## config.mk

```make
export PLATFORM = sky130hd
export DESIGN_NAME = div_ratio_monitor
export DESIGN_NICKNAME = d
export VERILOG_FILES = /design/src/rtl/div_ratio_monitor_pkg.sv /design/src/rtl/div_ratio_monitor_edge_period_counter.sv /design/src/rtl/div_ratio_monitor.sv
export SDC_FILE = /design/constraint.sdc
export NUM_CORES = 1
export LEC_CHECK = 0
export CORE_MARGIN = 8
export CORE_UTILIZATION = 57
export CTS_BUF_LIST = sky130_fd_sc_hd__clkbuf_8
export CTS_CLUSTER_SIZE = 30
export DETAILED_ROUTE_END_ITERATION = 7
export PLACE_DENSITY = 0.82
export SLEW_MARGIN = 15
export SYNTH_ARGS = -nofsm -noshare
export SYNTH_HDL_FRONTEND = slang
export SYNTH_SLANG_ARGS = --single-unit
```

## constraint.sdc

```tcl
create_clock -name clk -period 2.2 [get_ports clk]
set_input_delay 0.44 -clock clk [delete_from_list [all_inputs] [get_ports clk]]
set_output_delay 0.44 -clock clk [all_outputs]
set_load 0.01 [all_outputs]
```

## src/rtl/div_ratio_monitor_pkg.sv

```systemverilog
// Shared clock-generation definitions: monitor state encoding and the
// default divide ratio / duty used by the divider and its monitor.
package div_ratio_monitor_pkg;

   typedef enum logic [1:0] {
      IDLE = 2'd0,
      SEEK = 2'd1,
      MEAS = 2'd2
   } state_t;

   localparam int DEF_EXP_PERIOD = 3;
   localparam int DEF_EXP_HIGH   = 1;

endpackage

```

## src/rtl/div_ratio_monitor_edge_period_counter.sv

```systemverilog
// Rising-edge detector plus period / high-time counters for a clk-synchronous
// divided signal; flags a timeout when the period counter reaches its maximum.
module edge_period_counter #(
   parameter int CNT_W = 8
) (
   input  logic             clk,
   input  logic             rst_n,
   input  logic             clear,
   input  logic             arm,
   input  logic             meas,
   input  logic             sig_in,
   output logic             rise,
   output logic             timeout,
   output logic [CNT_W-1:0] cnt,
   output logic [CNT_W-1:0] hcnt
);

   localparam logic [CNT_W-1:0] CNT_MAX = '1;

   logic sig_q;

   assign rise    = sig_in & ~sig_q;
   assign timeout = meas & ~rise & (cnt == CNT_MAX);

   // sig_q tracks sig_in even while idle so an already-high input is not a rise
   always_ff @(posedge clk or negedge rst_n) begin
      if (!rst_n) begin
         sig_q <= 1'b0;
         cnt   <= '0;
         hcnt  <= '0;
      end else begin
         sig_q <= sig_in;
         if (clear) begin
            cnt  <= '0;
            hcnt <= '0;
         end else if (arm && rise) begin
            cnt  <= CNT_W'(1);
            hcnt <= CNT_W'(1);
         end else if (meas && !timeout) begin
            cnt  <= cnt + 1'b1;
            hcnt <= hcnt + {{(CNT_W-1){1'b0}}, sig_in};
         end else begin
            cnt  <= '0;
            hcnt <= '0;
         end
      end
   end

endmodule

```

## src/rtl/div_ratio_monitor.sv

```systemverilog
// Divided-clock ratio monitor: measures period and high time between rising
// edges, compares with the expected ratio, and tracks lock / timeout status.
module div_ratio_monitor
   import div_ratio_monitor_pkg::*;
#(
   parameter int CNT_W      = 8,
   parameter int EXP_PERIOD = DEF_EXP_PERIOD,
   parameter int EXP_HIGH   = DEF_EXP_HIGH,
   parameter int LOCK_CNT   = 4
) (
   input  logic             clk,
   input  logic             rst_n,
   input  logic             start,
   input  logic             sig_in,
   output logic [CNT_W-1:0] period_o,
   output logic [CNT_W-1:0] high_o,
   output logic             meas_valid,
   output logic             match,
   output logic             locked,
   output logic             err
);

   localparam int MW = $clog2(LOCK_CNT + 1);
   localparam logic [MW-1:0]    LOCK_M = MW'(LOCK_CNT);
   localparam logic [CNT_W-1:0] EXP_P  = CNT_W'(EXP_PERIOD);
   localparam logic [CNT_W-1:0] EXP_H  = CNT_W'(EXP_HIGH);

   state_t           state;
   logic [MW-1:0]    mcnt;
   logic [MW-1:0]    mcnt_nxt;
   logic             is_match;
   logic             rise;
   logic             timeout;
   logic [CNT_W-1:0] cnt;
   logic [CNT_W-1:0] hcnt;

   edge_period_counter #(.CNT_W(CNT_W)) u_cnt (
      .clk     (clk),
      .rst_n   (rst_n),
      .clear   (~start),
      .arm     (state != IDLE),
      .meas    (state == MEAS),
      .sig_in  (sig_in),
      .rise    (rise),
      .timeout (timeout),
      .cnt     (cnt),
      .hcnt    (hcnt)
   );

   always_comb begin
      is_match = (cnt == EXP_P) && (hcnt == EXP_H);
      mcnt_nxt = '0;
      if (is_match) begin
         mcnt_nxt = (mcnt == LOCK_M) ? mcnt : mcnt + 1'b1;
      end
   end

   // start=0 dominates any simultaneous rise or timeout
   always_ff @(posedge clk or negedge rst_n) begin
      if (!rst_n) begin
         state      <= IDLE;
         mcnt       <= '0;
         period_o   <= '0;
         high_o     <= '0;
         meas_valid <= 1'b0;
         match      <= 1'b0;
         locked     <= 1'b0;
         err        <= 1'b0;
      end else if (!start) begin
         state      <= IDLE;
         mcnt       <= '0;
         period_o   <= '0;
         high_o     <= '0;
         meas_valid <= 1'b0;
         match      <= 1'b0;
         locked     <= 1'b0;
         err        <= 1'b0;
      end else begin
         meas_valid <= 1'b0;
         case (state)
            IDLE: state <= SEEK;
            SEEK: if (rise) state <= MEAS;
            MEAS: begin
               if (rise) begin
                  period_o   <= cnt;
                  high_o     <= hcnt;
                  meas_valid <= 1'b1;
                  match      <= is_match;
                  mcnt       <= mcnt_nxt;
                  locked     <= (mcnt_nxt == LOCK_M);
               end else if (timeout) begin
                  err    <= 1'b1;
                  mcnt   <= '0;
                  locked <= 1'b0;
                  match  <= 1'b0;
                  state  <= SEEK;
               end
            end
            default: state <= IDLE;
         endcase
      end
   end

endmodule

```

Word-level counts from Yosys, hierarchy flattened --
Cells that the tools add are included.
Storage, ports and cells: logic and storage cells 81, register bits 42, input bits 4
Cells by class: reduce and logical (&&, ||, !) cells 10, add/sub/neg operators 3, equal/unequal tests 15, muxes and demuxes 37, bitwise gates (word level) 5
Operator list (number):
- 8-bit 2-to-1 mux | 12
- 3-bit 2-to-1 mux | 6
- 1-bit 2-to-1 mux | 14
- 8-bit by 1-bit adder with 8-bit output | 1
- 8-bit by 1-bit adder with 8-bit output (second input constant) | 1
- 8-bit by 1-bit == test with 1-bit output (second input constant) | 1
- 8-bit by 2-bit == test with 1-bit output (second input constant) | 1
- 8-bit == test (second input constant) | 1
- 2-bit 2-to-1 mux | 4
- 3-bit == test (second input constant) | 2
- 2-bit by 1-bit inequality test with 1-bit output (second input constant) | 3
- 3-bit inequality test (second input constant) | 2
- 2-bit one-hot mux with 3 select lines | 1
- 3-bit AND reduction | 2
- 2-bit AND reduction | 2
- 3-bit by 1-bit adder with 3-bit output (second input constant) | 1
- 1-bit AND | 3
- 1-bit logical AND | 3
- 3-bit by 1-bit inequality test with 1-bit output (second input constant) | 1
- 3-bit by 2-bit inequality test with 1-bit output (second input constant) | 1
- 2-bit by 1-bit == test with 1-bit output (second input constant) | 1
- 2-bit == test (second input constant) | 1
- 2-bit zero test | 1
- 2-bit inequality test (second input constant) | 1
- 3 further kinds | 4

Depth between registers and ports, before layout --
Gate-level depths: netlist of the first run.
depth after elaboration 10, gate-level depth with buffers 7, depth with buffers taken out 6

Hierarchy --
A second synthesis of the first run with hierarchy kept.
Unflattened totals: cell total of the unflattened synthesis 169, area total of the unflattened synthesis 1925.6 um^2
By module, submodules not included:
- div_ratio_monitor | area an instance 1062.3 um^2, sequential area each 625.6 um^2, instances 1, cells an instance 89
- edge_period_counter | area an instance 863.3 um^2, sequential area each 425.4 um^2, instances 1, cells an instance 80

Worst setup path before layout of the first run --
Ideal clock, no wire load.
path type reg-to-reg, start register u_cnt.cnt[0], end register mcnt[2], buffers on the path 1, period minus slack after synthesis 1.580 ns, setup slack 0.620 ns, required time 2.077 ns, cell stages (with the launch flop) 7, data arrival time 1.458 ns, cells stage by stage dfrtp_1 ha_1 and3_1 buf_2 a311oi_4 nand2b_1 a21oi_1
On the way: cells in the longest elaborated chain, start to end 6, elaborated cells on any way between the ends 10
RTL lines:
- start: declaration | line div_ratio_monitor_edge_period_counter.sv:14 | output logic [CNT_W-1:0] cnt,
- start signal: assignment | line div_ratio_monitor_edge_period_counter.sv:40 | cnt <= cnt + 1'b1;
- 8-bit by 2-bit == test with 1-bit output | line div_ratio_monitor.sv:51 | is_match = (cnt == EXP_P) && (hcnt == EXP_H);
- 1-bit logical AND | line div_ratio_monitor.sv:51
- 3-bit 2-to-1 mux | line div_ratio_monitor.sv:53 | if (is_match) begin
- 3-bit 2-to-1 mux | line div_ratio_monitor.sv:84 | if (rise) begin
- 3-bit 2-to-1 mux | line div_ratio_monitor.sv:80 | case (state)
- 3-bit 2-to-1 mux | line div_ratio_monitor.sv:69 | end else if (!start) begin
- end signal: assignment | line div_ratio_monitor.sv:89 | mcnt <= mcnt_nxt;
- end: declaration | line div_ratio_monitor.sv:29 | logic [MW-1:0] mcnt;
Several ways; a longest one is shown, not always the timed one. The select of a mux whose other input is x is not followed. A chain may end at the register's enable or synchronous reset.

Worst setup path after layout of the first run --
start input port sig_in, end register u_cnt.hcnt[6]
On the way: cells in the longest elaborated chain, start to end 9, elaborated cells on any way between the ends 11
RTL lines:
- start: declaration | line div_ratio_monitor.sv:14 | input logic sig_in,
- branches (longest 7 deep; another with 8-bit by 1-bit adder with 8-bit output)
- 8-bit 2-to-1 mux * | line div_ratio_monitor_edge_period_counter.sv:36 | end else if (arm && rise) begin
- 8-bit 2-to-1 mux * | line div_ratio_monitor_edge_period_counter.sv:33 | if (clear) begin
- end signal: assignment | line div_ratio_monitor_edge_period_counter.sv:41 | hcnt <= hcnt + {{(CNT_W-1){1'b0}}, sig_in};
- end: declaration | line div_ratio_monitor_edge_period_counter.sv:15 | output logic [CNT_W-1:0] hcnt
Mark *: on every way between the ends.

==> run_results.csv, run 1 <==
group,metric,value,unit
grt,track_usage,0.160,
synthesis,synth-seq-cells,42,
clock_network,clockRootBuffer,"clkbuf_8",
timing,setup_tns,0,ps
synthesis,avgSynthCellArea,11.6,sq um
clock_network,htree_levels,2,
clock_network,clk_path_buf_depth,2,
drt,avgRoutedWirePerCell,15.7,microns
pwr,vdd_drop_max,336,uV
synthesis,synth_flop_cell,"dfrtp_1",
cells_and_area,layout_common_cells,"dfrtp_1, clkdlybuf4s50_1, nor2_1",
synthesis,synth_edf_count,0,
drt,first_iter_violations,71,
timing,skew,9.59,ps
flow_run,cap_violations,0,
cells_and_area,area_growth_syn_to_layout,20.4,%
place,hpwlAfterDp,2.72,mm
setup_path,start_kind,"primary input",
grt,antenna_found_initial,0,
pwr,power_density,631,nW/um^2
timing,fmax,0.565,GHz
clock_network,cts_resized,0,
place,dpl.cell_count,233,
timing,tightest_slew,647,ps
timing,hold_viol,0,
place,placed_area,2190,sq um
synthesis,yosysWarningCount,0,
clock_network,cts_tree,"done",
clock_network,cts_setup_buffers,0,
cells_and_area,drive_gt1_frac,0.103,
cells_and_area,fillers,252,
floorplan,die_w,73.9,microns
grt,grt_pass1_wl,6.66,mm
synthesis,seq_area_frac_synth,0.550,
floorplan,die-area,5460,sq um
cells_and_area,diodes,0,
drt,ant_nets,0,
synthesis,synth.distinct_cells,39,
place,pre_cts_ws,124,ps
synthesis,syn_nets,174,
cells_and_area,layoutNonFillerInstCount,241,
timing,setup_viol,0,
clock_network,cts_sinks,42,
cells_and_area,post-route-util,0.700,
drt,num_vias,1371,
setup_path,arrival,1960,ps
drt,wl,3.79,mm
synthesis,syn_inst,165,
setup_path,worst_ep_required_time,2390,ps
timing,setup_ws,429,ps
drt,drtPass1Iterations,4,
clock_network,clk_pin_slew_worst_paths,90,ps
timing,fin_crit,1770,ps
setup_path,critPathKind,"in -> reg",
grt,overflow,0,
drt,drcViolationCount,0,
setup_path,crit_path_end_kind,"flip-flop",
setup_path,cp_max_fo,5,
clock_network,clock_latency,300,ps
floorplan,initial_core_util,0.582,
timing,period_share,0.805,
cells_and_area,layout_commonest_cell,"dfrtp_1",
timing,slew_viol_final,0,
place,io_buffers,23,
synthesis,syn_area,1910,sq um
drt,avgViaCountPerCell,5.69,
grt,grt_pass1_vias,1441,
timing,rsz0062_at_grt,"false",
clock_network,cts_inserted_buffers,5,
worst_hold_path,hp-class,"in -> async",
floorplan,boundaryPins,24,
pwr,p_leak,1.00,nW
outcome,status,"finished clean",
floorplan,core,3280,sq um
grt,grt_max_degree,43,
timing,slew_headroom,0.568,
cells_and_area,final_design_area_no_fill,2300,sq um
floorplan,die_h,73.9,microns
synthesis,async_reset_ff_frac,1.00,
floorplan,rows,21,
cells_and_area,nets,203,
place,routabilityCongestion,0.789,
clock_network,ctsHoldBuffers,0,
per-layer routing:
layer / GRT usage / share of wire / up-vias
li1: - / - / 643
met1: 0.189 / 0.42 / 679
met2: 0.243 / 0.48 / 40
met3: 0.0696 / 0.076 / 9
met4: 0.0754 / 0.020 / 0
met5: 0 / 0 / -
synth_stat cells (all sizes together), types with 5 or more instances:
library cell	n	area, sq um
nand2b	6	45.0
xor2	6	52.6
a22o	16	140
ha	5	62.6
inv	7	26.3
nor2	18	70.1
dfrtp	42	1050
a21oi	7	35.0
nand3	5	25.0
xnor2	5	43.8
buf	5	33.8
nand2	9	33.8
kinds of logic (layout without fill, tap and decap cells):
group | Yosys count | in the layout | share of synthesized area
adders and majority gates | 5 | 5 | 0.0327
buffers and inverters | 12 | 42 | 0.0314
and+or+nand+nor | 59 | 59 | 0.187
AOI/OAI and AO/OA | 36 | 36 | 0.149
DFF | 42 | 42 | 0.550
xor gates and xnor gates | 11 | 11 | 0.0504
report_power, final:
part | internal, mW | switching, mW
logic | 0.0233 | 0.0408
clock network | 0.334 | 0.267
registers | 0.777 | 0.00994
total | 1.13 | 0.318
stage by stage:
stage	power, mW	hold slack [ps]
after global placement	0.865	466
after CTS	1.47	202
after global routing	1.51	246
final	1.45	190
after detailed placement	0.868	469
after floorplan	0.834	144
path summary, 6_finish.rpt:
| path | from | to | slack (ps) | cells after the start |
|---|---|---|---|---|
| max | sig_in | u_cnt.hcnt[6] | 430 | 7 |
| min | rst_n | period_o[4] | 190 | 2 |
| max reg2reg | u_cnt.cnt[0] | mcnt[2] | 450 | 5 |
| min reg2reg | locked | locked | 490 | 2 |
| max in group asynchronous | rst_n | high_o[2] | 1650 | 2 |
| min in group clk | locked | locked | 490 | 2 |
cell type report:
type | count | area, sq um | area share
sequential | 42 | 1050 | 0.457
multi-input combinational | 111 | 800 | 0.348
tap | 46 | 57.6 | 0.0250
timing repair buffer | 27 | 255 | 0.111
clock buffer | 5 | 68.8 | 0.0299
clock inverter | 3 | 41.3 | 0.0180
inverter | 7 | 26.3 | 0.0114
state kept, by name, indices dropped and copies added, names as in the netlist:
register and cells:
period_o 8, locked 1, mcnt 3, match 1, meas_valid 1, u_cnt.sig_q 1
err 1, u_cnt.cnt 8, u_cnt.hcnt 8, high_o 8, state 2
critical path, cell delays in order:
cell	delay (ps)
clkdlybuf4s50_1	510
ha_1	270
ha_1	200
and3_1	220
nand3_1	100
xor2_1	160
nor2_1	50
(Power assumes the default switching activity.)
==> run 2: changes to the inputs <==
Clock period 2.2 ns to 1.8 ns, I/O delays scaled along.
==> run_results.csv, run 2 (same netlist as run 1, synthesis figures left out) <==
group,metric,value,unit
setup_path,reg2regPathDepth,6,
timing,setup_viol,0,
setup_path,worst_ep_required_time,1990,ps
pwr,power_density,718,nW/um^2
timing,slew_viol_final,0,
drt,avgViaCountPerCell,5.83,
pwr,vdd_drop_max,450,uV
grt,grt_pass1_wl,7.27,mm
setup_path,crit_path_end,"mcnt[2]",
timing,hold_viol,0,
floorplan,die-area,5460,sq um
place,placed_area,2270,sq um
grt,overflow,0,
clock_network,clockRootBuffer,"clkbuf_8",
timing,fmax,0.577,GHz
cells_and_area,fillers,255,
setup_path,cp.depth,6,
setup_path,slowest_delay,430,ps
setup_path,crit_start,"u_cnt.cnt[1]",
setup_path,path_cells,"ha_1 > and3_2 > a311oi_4 > buf_4 > nand2b_1 > a21oi_1",
setup_path,crit_path_end_kind,"flip-flop",
setup_path,critPathKind,"reg -> reg",
timing,tightest_slew,693,ps
drt,drtPass1Iterations,4,
floorplan,initial_core_util,0.582,
drt,wl,4.31,mm
clock_network,clock_latency,310,ps
cells_and_area,final_design_area_no_fill,2370,sq um
clock_network,ctsHoldBuffers,0,
grt,grt_pass1_vias,1496,
setup_path,start_kind,"flip-flop",
grt,grtUsageMet2,0.291,
clock_network,cts_sinks,42,
grt,grt_util_met3,0.0641,
setup_path,critPathBufInv,1,
cells_and_area,layout_common_cells,"dfrtp_1, clkdlybuf4s50_1, nor2_1",
floorplan,rows,21,
cells_and_area,post-route-util,0.722,
grt,top_usage_layer,"met2",
clock_network,cts_tree,"done",
grt,use_met1,0.203,
clock_network,clk_path_buf_depth,2,
cells_and_area,area_growth_syn_to_layout,24.0,%
drt,first_iter_violations,109,
cells_and_area,drive_gt1_frac,0.148,
setup_path,r2r-end,"mcnt[2]",
grt,antenna_found_initial,0,
setup_path,arrival,1920,ps
grt,grt_max_degree,43,
clock_network,htree_levels,2,
outcome,status,"finished clean",
grt,track_usage,0.177,
floorplan,die_h,73.9,microns
place,hpwlAfterDp,2.95,mm
clock_network,clk_pin_slew_worst_paths,90,ps
timing,fin_crit,1730,ps
floorplan,boundaryPins,24,
setup_path,r2r-start,"u_cnt.cnt[1]",
pwr,p_leak,1.04,nW
cells_and_area,diodes,0,
drt,drcViolationCount,0,
cells_and_area,layout_commonest_cell,"dfrtp_1",
timing,skew,12.7,ps
place,routabilityCongestion,0.774,
drt,avgRoutedWirePerCell,17.3,microns
clock_network,cts_inserted_buffers,5,
cells_and_area,nets,211,
flow_run,cap_violations,0,
drt,num_vias,1452,
floorplan,core,3280,sq um
floorplan,die_w,73.9,microns
setup_path,reg2reg_slack,70,ps
place,io_buffers,23,
worst_hold_path,hp-class,"in -> async",
timing,slew_headroom,0.538,
setup_path,crit_slowest_cell,"dfrtp_1",
setup_path,cp_max_fo,9,
timing,period_share,0.963,
setup_path,critPathTopFamily,"flip-flops",
drt,ant_nets,0,
## run 2: changes by cell type in the layout (fill, tap and decap cells not counted)
cell and change:
and3_1 -1, and3_2 +1, buf_12 +2, buf_4 +6, bufinv_16 -1, clkinv_4 +1
inv_1 -1, inv_6 +1
## run 2: how the worst min path moves through the flow
stage                from           end  slack (ps)  cells past startpoint
detailed placement  rst_n         match         350                      2
floorplan           rst_n           err          60                      0
finish              rst_n  u_cnt.cnt[4]          10                      2
global route        rst_n  u_cnt.cnt[4]          10                      2
CTS                 rst_n  u_cnt.cnt[4]          20                      2
global placement    rst_n       mcnt[1]         340                      2
## run 2: stage by stage
stage	instances	worst slack, ps	setup TNS (ps)	power, mW	hold WS (ps)
detailed placement	240	-145	-2500	1.08	349
global route	249	-25.0	-25.0	1.77	14.6
CTS	248	110	0	1.71	17.0
floorplan	165	220	0	1.02	64.4
global placement	240	-81.9	-597	1.07	345
finish	249	66.8	0	1.70	10.3
## run 2: power breakdown
part           switching (mW)  internal [mW]  leakage, nW  total [mW]
Combinational          0.0578         0.0414        0.409      0.0992
Sequential             0.0112          0.949        0.582       0.961
Clock                   0.362          0.280       0.0447       0.642
Total                   0.431           1.27         1.04        1.70
## run 2: final cells by class
type	instances	area, sq um	share of cell area
flip-flops and latches	42	1050	0.444
multi-input cells	111	801	0.338
repair buffers	35	340	0.144
clock buffers	5	68.8	0.0290
well taps	46	57.6	0.0243
inverters	7	26.3	0.0111
clock inverters	3	25.0	0.0106
## run 2: routing by layer
layer,up-vias,routed length (microns)
li1,661,-
met1,727,1750
met2,49,2170
met3,15,274
met4,0,107
met5,-,0
## run 2: what timing repair did
action | in CTS | in global routing
resized for setup | 0 | 1
setup endpoints to repair | 0 | 1
hold endpoints to repair | 0 | 0
setup buffers | 0 | 1
==> run 3: changes to the inputs <==
Settings changed: CORE_MARGIN 8 to unset.
==> run_results.csv, run 3 (same netlist as run 1, synthesis figures left out) <==
group,metric,value,unit
timing,period_share,0.982,
clock_network,clk_pin_slew_worst_paths,70,ps
clock_network,cts_sinks,42,
floorplan,core,3130,sq um
floorplan,die_h,59.9,microns
drt,drtPass1Iterations,4,
setup_path,r2r-end,"locked",
cells_and_area,area_growth_syn_to_layout,26.3,%
cells_and_area,seq_area,1050,sq um
drt,wl,4.17,mm
timing,tightest_slew,685,ps
drt,avgViaCountPerCell,5.82,
timing,slew_headroom,0.543,
timing,fmax,0.566,GHz
floorplan,rows,20,
cells_and_area,multiInputGateArea,820,sq um
setup_path,reg2regPathDepth,6,
place,io_buffers,23,
grt,track_usage,0.264,
pwr,p_total,1.67,mW
drt,num_vias,1461,
pwr,p_leak,1.06,nW
timing,skew,7.14,ps
clock_network,cts_inserted_buffers,5,
worst_hold_path,hp-class,"in -> async",
setup_path,r2r-start,"mcnt[0]",
setup_path,reg2reg_slack,30,ps
cells_and_area,final_design_area_no_fill,2410,sq um
timing,fin_crit,1770,ps
grt,grt_util_met3,0.0541,
timing,setup_ws,32.3,ps
pwr,power_density,692,nW/um^2
timing,hold_viol,0,
flow_run,cap_violations,0,
setup_path,start_kind,"flip-flop",
clock_network,clockRootBuffer,"clkbuf_8",
drt,drcViolationCount,0,
cells_and_area,drive_gt1_frac,0.174,
grt,grt_pass1_vias,1507,
cells_and_area,fillers,217,
clock_network,ctsHoldBuffers,0,
pwr,vdd_drop_max,571,uV
clock_network,cts_tree,"done",
drt,ant_nets,0,
grt,grt_max_degree,25,
place,pre_cts_ws,-234,ps
drt,avgRoutedWirePerCell,16.6,microns
setup_path,critPathKind,"reg -> reg",
clock_network,clk_path_buf_depth,2,
floorplan,die_w,59.9,microns
clock_network,clock_latency,290,ps
place,hpwlAfterDp,2.86,mm
cells_and_area,layout_common_cells,"dfrtp_1, clkdlybuf4s50_1, nor2_1",
cells_and_area,layout_commonest_cell,"dfrtp_1",
floorplan,boundaryPins,24,
grt,use_met1,0.309,
floorplan,initial_core_util,0.611,
setup_path,worst_ep_required_time,1990,ps
grt,grtUsageMet2,0.463,
setup_path,crit_path_end_kind,"flip-flop",
setup_path,cp_max_fo,4,
place,placed_area,2290,sq um
drt,first_iter_violations,65,
grt,overflow,0,
grt,grt_pass1_wl,6.80,mm
place,routabilityCongestion,0.795,
floorplan,die-area,3590,sq um
setup_path,arrival,1950,ps
cells_and_area,diodes,0,
cells_and_area,nets,215,
outcome,status,"finished clean",
clock_network,htree_levels,2,
grt,antenna_found_initial,0,
timing,slew_viol_final,0,
timing,setup_viol,0,
grt,top_usage_layer,"met2",
run 3: changes by cell type in the layout (fill, tap and decap cells not counted), sizes merged:
| cell | change |
|---|---|
| clkbuf | +1 |
| clkinvlp | -1 |
| buf | +4 |
run 3: how the worst max path moves through the flow:
| stage | startpoint | endpoint | slack, ps | cells past startpoint |
|---|---|---|---|---|
| floorplan | u_cnt.cnt[0] | mcnt[2] | 220 | 6 |
| global placement | sig_in | locked | -90 | 6 |
| detailed placement | sig_in | locked | -230 | 6 |
| CTS | sig_in | locked | 30 | 6 |
| global route | mcnt[0] | locked | -30 | 6 |
| finish | mcnt[0] | locked | 30 | 6 |
run 3: routing by layer:
layer / vias to the layer above / wire length [microns]
li1: 667 / -
met1: 743 / 1690
met2: 42 / 2230
met3: 9 / 201
met4: 0 / 59
met5: - / 0
run 3: where the power goes:
group	internal (mW)	switching, mW	leakage (nW)	total (mW)
Combinational	0.0417	0.0568	0.428	0.0985
Clock	0.304	0.308	0.0524	0.612
Sequential	0.950	0.0103	0.582	0.960
run 3: metrics by stage:
step           hold WS (ps)  std cells   util  TNS, ps
2_1_floorplan          64.4        165      -        0
3_3_place_gp            336        241  0.731    -1130
3_5_place_dp            344        241  0.731    -2130
4_1_cts                27.6        249  0.760        0
5_1_grt                43.4        251  0.772    -29.8
6_report               15.8        251  0.772        0
run 3: layout make-up:
class | instances | share of cell area
tap | 44 | 0.0228
clock buffer | 6 | 0.0342
inverter | 7 | 0.0109
sequential | 42 | 0.435
clock inverter | 2 | 0.00363
timing repair buffer | 39 | 0.153
multi-input combinational | 111 | 0.340
run 3: repair_timing:
item                                    in CTS  in global routing
resized for setup                            0                  6
setup buffers                                0                  2
endpoints found under the setup margin       0                  1
run 3: worst max-delay path, cell delays in order (launching register included):
cell	delay, ps
dfrtp_1	420
buf_4	160
ha_2	210
or3b_4	400
a21oi_2	130
o21ai_1	80
o31ai_1	280
